File: src/rtl/fx_pkg.sv
// Shared types and constants for the effect select/start controller.
package fx_pkg;

  typedef enum logic [2:0] {
    S_IDLE  = 3'd0,
    S_SEL   = 3'd1,
    S_SWAP  = 3'd2,
    S_ARM   = 3'd3,
    S_START = 3'd4,
    S_RUN   = 3'd5
  } fx_state_t;

  localparam int FX_PARAM_W  = 2;
  localparam int FX_N_FX_DEF = 4;

endpackage

File: src/rtl/fx_onehot_dec.sv
// Registered index-to-one-hot decoder with a synchronous clear, driving the effect select lines.
module fx_onehot_dec #(
  parameter int N_FX  = 4,
  parameter int IDX_W = 2
) (
  input  logic             i_clk,
  input  logic             i_rst_n,
  input  logic             i_clr,
  input  logic [IDX_W-1:0] i_idx,
  output logic [N_FX-1:0]  o_sel
);

  logic [N_FX-1:0] w_dec;

  always_comb begin
    w_dec = '0;
    for (int k = 0; k < N_FX; k++) begin
      w_dec[k] = (i_idx == IDX_W'(k));
    end
  end

  always_ff @(posedge i_clk or negedge i_rst_n) begin
    if (!i_rst_n)   o_sel <= '0;
    else if (i_clr) o_sel <= '0;
    else            o_sel <= w_dec;
  end

endmodule

File: src/rtl/effect_ctrl.sv
// Initiator for the effect select/start/parameter handshake; all outputs registered from next state.
// Optional select-idle timeout enabled by defining EFFECT_CTRL_TIMEOUT_EN.
module effect_ctrl
  import fx_pkg::*;
#(
  parameter int N_FX        = FX_N_FX_DEF,
  parameter int IDX_W       = 2,
  parameter int SETUP_CYC   = 4,
  parameter int TIMEOUT_CYC = 12000000
) (
  input  logic                  i_clk,
  input  logic                  i_rst_n,
  input  logic                  i_key_sel,
  input  logic [IDX_W-1:0]      i_fx_idx,
  input  logic                  i_key_start,
  input  logic                  i_key_stop,
  input  logic [FX_PARAM_W-1:0] i_param_a,
  input  logic [FX_PARAM_W-1:0] i_param_b,
  output logic [N_FX-1:0]       o_sel,
  output logic                  o_start,
  output logic [FX_PARAM_W-1:0] o_param_a,
  output logic [FX_PARAM_W-1:0] o_param_b,
  output logic                  o_busy,
  output logic                  o_run
);

  localparam logic [IDX_W:0] NFX_L    = N_FX[IDX_W:0];
  localparam logic [7:0]     SETUP_LD = 8'(SETUP_CYC - 1);

  fx_state_t             r_state, w_state_nxt;
  logic [IDX_W-1:0]      r_idx, w_idx_nxt;
  logic [7:0]            r_cnt, w_cnt_nxt;
  logic                  r_start, r_busy, r_run;
  logic [FX_PARAM_W-1:0] r_param_a, r_param_b;
  logic                  w_idx_ok, w_sel_clr, w_to_hit;

  assign w_idx_ok = ({1'b0, i_fx_idx} < NFX_L);

`ifdef EFFECT_CTRL_TIMEOUT_EN
  localparam int TO_W = $clog2(TIMEOUT_CYC + 1);
  logic [TO_W-1:0]       r_to_cnt;
  logic [FX_PARAM_W-1:0] r_pa_prev, r_pb_prev;
  logic                  w_activity;

  // Any key or switch movement counts as user activity and restarts the idle count.
  assign w_activity = i_key_sel | i_key_start |
                      (i_param_a != r_pa_prev) | (i_param_b != r_pb_prev);
  assign w_to_hit   = (r_state == S_SEL) && !w_activity &&
                      (r_to_cnt == TO_W'(TIMEOUT_CYC - 1));

  always_ff @(posedge i_clk or negedge i_rst_n) begin
    if (!i_rst_n) begin
      r_to_cnt  <= '0;
      r_pa_prev <= '0;
      r_pb_prev <= '0;
    end else begin
      r_pa_prev <= i_param_a;
      r_pb_prev <= i_param_b;
      if (r_state == S_SEL && !w_activity) r_to_cnt <= r_to_cnt + 1'b1;
      else                                 r_to_cnt <= '0;
    end
  end
`else
  logic w_unused_timeout;
  assign w_unused_timeout = ^TIMEOUT_CYC;
  assign w_to_hit         = 1'b0;
`endif

  always_comb begin
    w_state_nxt = r_state;
    w_idx_nxt   = r_idx;
    w_cnt_nxt   = r_cnt;
    case (r_state)
      S_IDLE: begin
        if (!i_key_stop && !i_key_start && i_key_sel && w_idx_ok) begin
          w_state_nxt = S_SEL;
          w_idx_nxt   = i_fx_idx;
        end
      end
      S_SEL: begin
        if (i_key_stop) begin
          w_state_nxt = S_IDLE;
        end else if (i_key_start) begin
          w_state_nxt = S_ARM;
          w_cnt_nxt   = SETUP_LD;
        end else if (i_key_sel && w_idx_ok && (i_fx_idx != r_idx)) begin
          w_state_nxt = S_SWAP;
          w_idx_nxt   = i_fx_idx;
        end else if (w_to_hit) begin
          w_state_nxt = S_IDLE;
        end
      end
      S_SWAP:  w_state_nxt = i_key_stop ? S_IDLE : S_SEL;
      S_ARM: begin
        if (i_key_stop)        w_state_nxt = S_IDLE;
        else if (r_cnt == '0)  w_state_nxt = S_START;
        else                   w_cnt_nxt   = r_cnt - 1'b1;
      end
      S_START: w_state_nxt = S_RUN;
      S_RUN:   if (i_key_stop) w_state_nxt = S_IDLE;
      default: w_state_nxt = S_IDLE;
    endcase
  end

  // Select drops whenever the next state has no active effect, including the swap gap.
  assign w_sel_clr = (w_state_nxt == S_IDLE) || (w_state_nxt == S_SWAP);

  always_ff @(posedge i_clk or negedge i_rst_n) begin
    if (!i_rst_n) begin
      r_state   <= S_IDLE;
      r_idx     <= '0;
      r_cnt     <= '0;
      r_start   <= 1'b0;
      r_busy    <= 1'b0;
      r_run     <= 1'b0;
      r_param_a <= '0;
      r_param_b <= '0;
    end else begin
      r_state <= w_state_nxt;
      r_idx   <= w_idx_nxt;
      r_cnt   <= w_cnt_nxt;
      r_start <= (w_state_nxt == S_START);
      r_busy  <= (w_state_nxt != S_IDLE);
      r_run   <= (w_state_nxt == S_RUN);
      // Parameters track the switches only while selected; leaving S_SEL freezes them.
      if (r_state == S_SEL) begin
        r_param_a <= i_param_a;
        r_param_b <= i_param_b;
      end
    end
  end

  fx_onehot_dec #(
    .N_FX  (N_FX),
    .IDX_W (IDX_W)
  ) u_sel_dec (
    .i_clk   (i_clk),
    .i_rst_n (i_rst_n),
    .i_clr   (w_sel_clr),
    .i_idx   (w_idx_nxt),
    .o_sel   (o_sel)
  );

  assign o_start   = r_start;
  assign o_busy    = r_busy;
  assign o_run     = r_run;
  assign o_param_a = r_param_a;
  assign o_param_b = r_param_b;

endmodule

File: config.mk
export PLATFORM = sky130hd
export DESIGN_NAME = effect_ctrl
export DESIGN_NICKNAME = d
export VERILOG_FILES = /design/src/rtl/fx_pkg.sv /design/src/rtl/fx_onehot_dec.sv /design/src/rtl/effect_ctrl.sv
export SDC_FILE = /design/constraint.sdc
export NUM_CORES = 1
export LEC_CHECK = 0
export CAP_MARGIN = 30
export CORE_UTILIZATION = 30
export DETAILED_ROUTE_END_ITERATION = 7
export PLACE_DENSITY_LB_ADDON = 0.2
export SYNTH_ARGS = -nofsm -noshare
export SYNTH_HDL_FRONTEND = slang
export SYNTH_SLANG_ARGS = --single-unit
File: constraint.sdc
create_clock -name i_clk -period 1.7 [get_ports i_clk]
set_input_delay 0.34 -clock i_clk [delete_from_list [all_inputs] [get_ports i_clk]]
set_output_delay 0.34 -clock i_clk [all_outputs]
set_load 0.05 [all_outputs]
# After elaboration in Yosys (flattened, before gate mapping)
# Cells that the tools add are included.
# W data, S select, Z words.
[word_totals]
register_bits = 24
word_cells = 59
in_bits = 11
[classes]
reduce_logical = 13
n_eq_ne = 16
addsub = 1
n_mux = 20
[op_table]
columns = ["cell", "n"]
rows = [
  ["$mux W8", 4],
  ["$mux W3", 7],
  ["$pmux W3 S6", 1],
  ["$pmux W8 S2", 1],
  ["$eq A3 B3 Y1 const B", 4],
  ["$eq A3 B2 Y1 const B", 3],
  ["$logic_not A8 Y1", 1],
  ["$mux W2", 4],
  ["$ne A2 B2 Y1 const B", 4],
  ["$sub A8 B1 Y8 const B", 1],
  ["$logic_not A3 Y1", 2],
  ["$reduce_and A5 Y1", 1],
  ["$eq A2 B2 Y1 const B", 2],
  ["$mux W4", 1],
  ["$pmux W2 S2", 1],
  ["$eq A3 B1 Y1 const B", 1],
  ["$logic_and A1 B1 Y1", 3],
  ["$reduce_bool A3 Y1", 1],
  ["$eq A2 B1 Y1 const B", 1],
  ["$logic_not A1 Y1", 2],
  ["$logic_not A2 Y1", 1],
  ["$ne A2 B2 Y1", 1],
  ["$reduce_bool A2 Y1", 1],
  ["$logic_or A1 B1 Y1", 1],
  ["$mux W1", 1],
]

# Logic depth before layout (Yosys ltp)
# Gate-level depths: netlist (run 1).
[depth]
depth_word = 9
mapped_depth = 6
depth_no_buf = 6

# Modules after synthesis
# Synthesis (run 1) repeated with hierarchy kept, for this count alone.
[hier_totals]
cells_unflattened = 107
area_unflattened_um2 = 1151.1
[by_module_without_submodules]
columns = ["module", "seq_area_each_um2", "area_each_um2", "cells_each", "instances"]
rows = [
  ["effect_ctrl", 500.5, 1021.0, 99, 1],
  ["fx_onehot_dec", 100.1, 130.1, 8, 1],
]

# Worst setup path before layout (run 1)
# Ideal clock, no wire load.
[synth_timing]
path_kind = "reg-to-reg"
start = "reg r_cnt[0]"
end = "reg r_cnt[6]"
path_slack_ns = 0.091
arrival_time_ns = 1.487
n_path_buf = 0
setup_time_ns = 0.122
stages_incl_launch_ff = 7
required_time_ns = 1.578
path_cell_list = "dfrtp_1 -> inv_1 -> ha_1 -> nor3b_1 -> nor3b_1 -> a21o_1 -> a21oi_1"
[synth_between]
elab_chain_len = 4
[synth_rtl]
columns = ["item", "line_no", "source"]
rows = [
  ["start, declared", "effect_ctrl.sv:32", "logic [7:0] r_cnt, w_cnt_nxt;"],
  ["start signal, assigned", "effect_ctrl.sv:121", "r_cnt <= w_cnt_nxt;"],
  ["$sub A8 B1 Y8", "effect_ctrl.sv:97", "else w_cnt_nxt = r_cnt - 1'b1;"],
  ["$mux W8", "effect_ctrl.sv:96", "else if (r_cnt == '0) w_state_nxt = S_START;"],
  ["$mux W8", "effect_ctrl.sv:95", "if (i_key_stop) w_state_nxt = S_IDLE;"],
  ["$pmux W8 S2", "effect_ctrl.sv:73", "case (r_state)"],
]
# Several ways; a longest one is shown, not always the timed one. The select of a mux whose other input is x is not followed.
# A chain may end at the register's enable or synchronous reset.

# Worst setup path after layout (run 1)
[layout_timing]
start = "reg r_cnt[0]"
end = "reg r_cnt[2]"
# The elaborated chain is that of the path after synthesis.

==> results of run 1 <==
per-layer routing:
layer	up-vias	track usage	wire length, um
li1	478	-	-
met1	449	0.1672	1193
met4	0	0.05833	38
met2	23	0.2253	1296
met5	-	0	0
met3	4	0.02817	86
metrics by stage:
step | total power [uW] | hold slack [ns] | instances
after floorplan | 1174 | 0.04441 | 110
after global placement | 1392 | 0.4955 | 197
after detailed placement | 1402 | 0.4976 | 197
after CTS | 1924 | 0.4389 | 201
after global routing | 2107 | 0.4608 | 204
final | 1992 | 0.4290 | 204
placed cells by master (no fill, tap or decap), types with 2 or more instances in the layout:
cell type,netlist,final
xnor2_1,2,2
dfrtp_1,24,24
nor3_2,0,3
clkbuf_8,0,3
a21o_1,2,2
o21ai_0,4,4
clkdlybuf4s50_1,0,7
nand3_1,5,5
inv_1,8,5
nor4_4,1,2
mux2i_4,0,2
nor3_1,6,3
mux2i_1,5,3
mux2_2,4,4
nand2b_1,4,3
nor2_1,5,5
buf_4,1,35
a211oi_1,2,2
nand2_1,8,8
nor3b_2,1,3
dlymetal6s2s_1,0,3
a21oi_1,7,7
inv_2,0,3
area by class of cell:
type                    count  area share
well taps                  48     0.03429
flip-flops and latches     24      0.3429
clock inverters             1     0.01714
inverters                   8     0.01714
clock buffers               3     0.02357
repair buffers             45      0.2114
multi-input cells          75      0.3536
state kept, by name (all words and copies together), names as in the netlist:
name and flops:
r_state 3, o_run 1, o_param_b 2, o_start 1, u_sel_dec.o_sel 4, o_param_a 2, r_cnt 8, r_idx 2
o_busy 1
where the power goes:
group	internal [uW]	switching, uW
registers	673	87.0
logic	322	400
clock network	315	195
worst paths after layout:
check | start | to | slack, ns | cells past startpoint
max in group asynchronous | i_rst_n | r_cnt[2] | 1.04 | 2
min | i_rst_n | o_run | 0.43 | 2
min in group i_clk | i_key_sel | r_state[1] | 0.51 | 3
max | r_cnt[0] | r_cnt[2] | 0.07 | 7
max reg2reg | r_cnt[0] | r_cnt[2] | 0.07 | 7
min reg2reg | o_param_b[0] | o_param_b[0] | 0.51 | 1
logic make-up (layout without fill, tap and decap cells):
group | after synthesis | in the layout | share of synthesized area
and+or+nand+nor | 43 | 43 | 0.2213
DFF | 24 | 24 | 0.5058
AOI/OAI and AO/OA | 20 | 20 | 0.1170
buffers and inverters | 11 | 57 | 0.05058
muxes | 9 | 9 | 0.08008
xor gates and xnor gates | 2 | 2 | 0.01476
adders and majority gates | 1 | 1 | 0.01054
worst reg2reg max path, delay by kind of cell (launching register included):
family          cells  cell delay [ns]
simple gates        3             0.70
flops               1             0.37
buf+inv             2             0.20
fa+ha+maj           1             0.15
compound gates      1             0.14
repair_timing:
| item | CTS | global route |
|---|---|---|
| pin swaps | 2 | 4 |
| setup endpoints to repair | 2 | 8 |
| buffers inserted | 0 | 3 |
| gates resized for setup | 4 | 18 |
| hold buffers | 0 | 0 |
==> impl_metrics.toml, run 1 <==
[status]
outcome = "finished, final reports clean"

[timing]
layout_min_cycle_time_ns = 1.634
tns_ns = 0
rsz0062_at_grt = "no"
slew_violations = 0
setup_viol = 0
fmax_mhz = 612.1
worst_pin_slew_ns = 0.4784
hold_viol = 0
relSlewSlack = 0.6811
finClkSkew_ns = 0.001365
fin_crit_sh = 0.9610
finalWorstSetupSlack_ns = 0.06630

[layout]
drive_above_1_share = 0.4103
nets = 169
ff_latch_area_sq_um = 600.6
area_growth_pct = 47.52
num_antenna_cells = 0
multiInputGateArea_sq_um = 619.3
fin_util = 0.4714
nFillCells = 353
fin_area_sq_um = 1752

[floorplanning]
rows = 22
boundaryPins = 22
chipHeight_um = 64.91
core_sq_um = 3716
die_area_sq_um = 4213
die_x_um = 64.91
initial_core_util = 0.3195

[setup_path]
arrival_ns = 1.84
path_class = "flop to flop"
cpPeakStageDelay_ns = 0.40
cp_slowest_cell = "or4_1"
critPathBufInv = 2
critPathLaunchType = "flop"
crit_fanout = 3
path_cells = "inv_2 -> ha_4 -> nor3b_1 -> buf_4 -> and3_4 -> or4_1 -> a21oi_1"
worst_ep_required_time_ns = 1.90
path_delay_family = "simple AND/OR/NAND/NOR gates"
cp-end-kind = "flop"

[global_routing]
grt-ovfl-total = 0
grt_pass1_wl_um = 4319
grt_max_degree = 25
grt_pass1_vias = 973
grt_usage = 0.1353
antenna_found_initial = 0

[detailed_routing]
vias_per_cell = 4.676
first_pass_iters = 4
num_vias = 954
drc = 0
wl_um = 2613
ant_nets = 0
wl_per_cell_um = 12.81
drt_iter0_drc = 37

[cts]
clk_latency_ns = 0.27
cts_tree = "done"
numCtsBuffers = 3
max-clock-path-buffers = 2
htreeDepth = 1
cts_root_buf = "clkbuf_8"
clock_sinks = 24
clkTransAtPathRegs_ns = 0.09

[logic_synthesis]
synth-async-reset-ratio = 1.000
yosysSeqAreaShare = 0.5058
synth_enable_flop_cells = 0
synthTopCellsByCount = "24 x dfrtp_1, 8 x inv_1, 8 x nand2_1"
netlist_instances = 110
synth_cell_types = 35
syn_nets = 122
synth_ff_type = "dfrtp_1"
yosysTopAreaCellShare = 0.5058
avgSynthCellArea_sq_um = 10.79
yosys.area.top_type = "dfrtp_1"
ys_ff_latch = 24
ys_warn_count = 0
synthMostInstantiatedCell = "dfrtp_1"
synth_top_cells_by_area = "dfrtp_1 51%, mux2i_1 4.2%, mux2_2 3.8%"
syn_area_sq_um = 1187

[place]
placed_cell_area_sq_um = 1558
dp_hpwl_um = 1835
gp_congestion = 0.7848
dp_worst_setup_slack_ns = -0.2967
io_buffers = 21

[power]
power.density_nw_per_um2 = 1137
peakVddDrop_uv = 564.0
leakage_uw = 0.0008397

[flow_run]
max-cap-violations = 0

[hold_path]
hp-class = "primary input to async pin"
(Power assumes the default switching activity.)
==> inputs of run 2 (changes only) <==
Settings changed: SKIP_LAST_GASP set to 1.
==> run 2 against run 1 <==
  * Critical endpoint unchanged
  * Largest power group unchanged
  * Highest routed layer unchanged
  * Critical path type unchanged
  * Cell count up 0.49%
  * Largest cell class unchanged
  * Core utilization up 0.20 points
  * Final area up 0.43%
==> impl_metrics.toml, run 2 (synthesized netlist as in run 1, its figures left out) <==
[setup_path]
reg2reg_slack_ns = 0.07
worst_ep_required_time_ns = 1.90
arrival_ns = 1.84
critPathLaunchType = "flop"
r2r-end = "r_cnt[2]"
crit_fanout = 3
cp-end-kind = "flop"
cp-startpoint = "r_cnt[0]"
path_class = "flop to flop"
rr_worst_depth = 7
r2r_start = "r_cnt[0]"

[cts]
clk_latency_ns = 0.27
clkTransAtPathRegs_ns = 0.09
max-clock-path-buffers = 2
hold_buffers = 0
cts_root_buf = "clkbuf_8"
htreeDepth = 1
clock_sinks = 24
cts_tree = "done"
numCtsBuffers = 3

[global_routing]
grt_usage = 0.1353
grt-ovfl-total = 0
grt_pass1_wl_um = 4319
antenna_found_initial = 0
grt_pass1_vias = 973
grt_max_degree = 25

[detailed_routing]
first_pass_iters = 4
vias_per_cell = 4.678
wl_um = 2644
ant_nets = 0
wl_per_cell_um = 12.90
num_vias = 959
drt_iter0_drc = 51
drc = 0

[layout]
largestRegisters = "r_cnt x8, u_sel_dec.o_sel x4, r_state x3"
num_antenna_cells = 0
nets = 170
drive_above_1_share = 0.4140
fin_util = 0.4734
largest_register_ffs = 8
final_common_cell = "buf_4"
layout_common_cells = "36 x buf_4, 24 x dfrtp_1, 8 x nand2_1"
area_growth_pct = 48.16
top_register = "r_cnt"
fin_cells = 205
nFillCells = 351

[timing]
worst_pin_slew_ns = 0.4766
finClkSkew_ns = 0.001367
relSlewSlack = 0.6823
hold_viol = 0
slew_violations = 0
hold-worst-slack_ns = 0.4282
setup_viol = 0
fmax_mhz = 612.0
rsz0062_at_grt = "no"
fin_crit_sh = 0.9611
layout_min_cycle_time_ns = 1.634

[status]
outcome = "finished, final reports clean"

[floorplanning]
core_sq_um = 3716
die_area_sq_um = 4213
chipHeight_um = 64.91
boundaryPins = 22
die_x_um = 64.91
initial_core_util = 0.3195
rows = 22

[place]
dp_cells = 197
io_buffers = 21
gp_congestion = 0.7848
dp_hpwl_um = 1835

[power]
power.density_nw_per_um2 = 1136
leakage_uw = 0.0008451
peakVddDrop_uv = 563.4

[flow_run]
max-cap-violations = 0

[hold_path]
hp-class = "primary input to async pin"
==> run 2: changes by cell type in the layout (fill, tap and decap cells not counted) <==
| cell | previous run | this run |
|---|---|---|
| buf_4 | 35 | 36 |
==> run 2: metrics by stage <==
| step | setup TNS [ns] | area (sq um) | setup WS, ns | total power [uW] |
|---|---|---|---|---|
| 6_report | 0 | 1759 | 0.06614 | 1998 |
| 5_1_grt | 0 | 1759 | 0.002946 | 2113 |
| 4_1_cts | -0.01602 | 1634 | -0.01602 | 1923 |
| 3_5_place_dp | -3.130 | 1558 | -0.2967 | 1402 |
| 3_3_place_gp | -3.234 | 1558 | -0.2697 | 1392 |
| 2_1_floorplan | 0 | 1187 | 0.09076 | 1174 |
==> run 2: final cells by class <==
cell class	instances	area (sq um)	area share
multi-input cells	75	619.3	0.3521
inverters	8	30.03	0.01707
repair buffers	46	377.9	0.2148
well taps	48	60.06	0.03414
clock inverters	1	30.03	0.01707
clock buffers	3	41.29	0.02347
flip-flops and latches	24	600.6	0.3414
==> run 2: timing repair <==
| action | CTS | global route |
|---|---|---|
| setup endpoints to repair | 2 | 10 |
| resized for setup | 3 | 19 |
| setup buffers | 0 | 4 |
| pin swaps | 1 | 4 |
==> run 2: per-layer routing <==
layer,global-route usage,share of wire,vias to the layer above
met4,0.05833,0.014,0
met2,0.2253,0.50,20
met3,0.02817,0.029,4
li1,-,-,480
met5,0,0,-
met1,0.1672,0.46,455
==> run 2: worst max path at each step <==
stage                    end  slack, ns
floorplan           r_cnt[6]       0.09
global route        r_cnt[2]      0.003
finish              r_cnt[2]       0.07
CTS                 r_cnt[2]      -0.02
detailed placement  r_cnt[6]      -0.30
global placement    r_cnt[7]      -0.27
==> run 2: power by group <==
part	internal [uW]	total, uW	switching [uW]
Clock	315	510	195
Combinational	326	728	401
Sequential	673	761	87.4
Total	1310	2000	683
==> run 2: worst max-delay path: stages (launching register included) <==
cell and delay [ns]:
dfrtp_1 0.37, inv_2 0.06, ha_4 0.15, nor3b_1 0.14
buf_4 0.14, and3_4 0.16, or4_1 0.40, a21oi_1 0.14
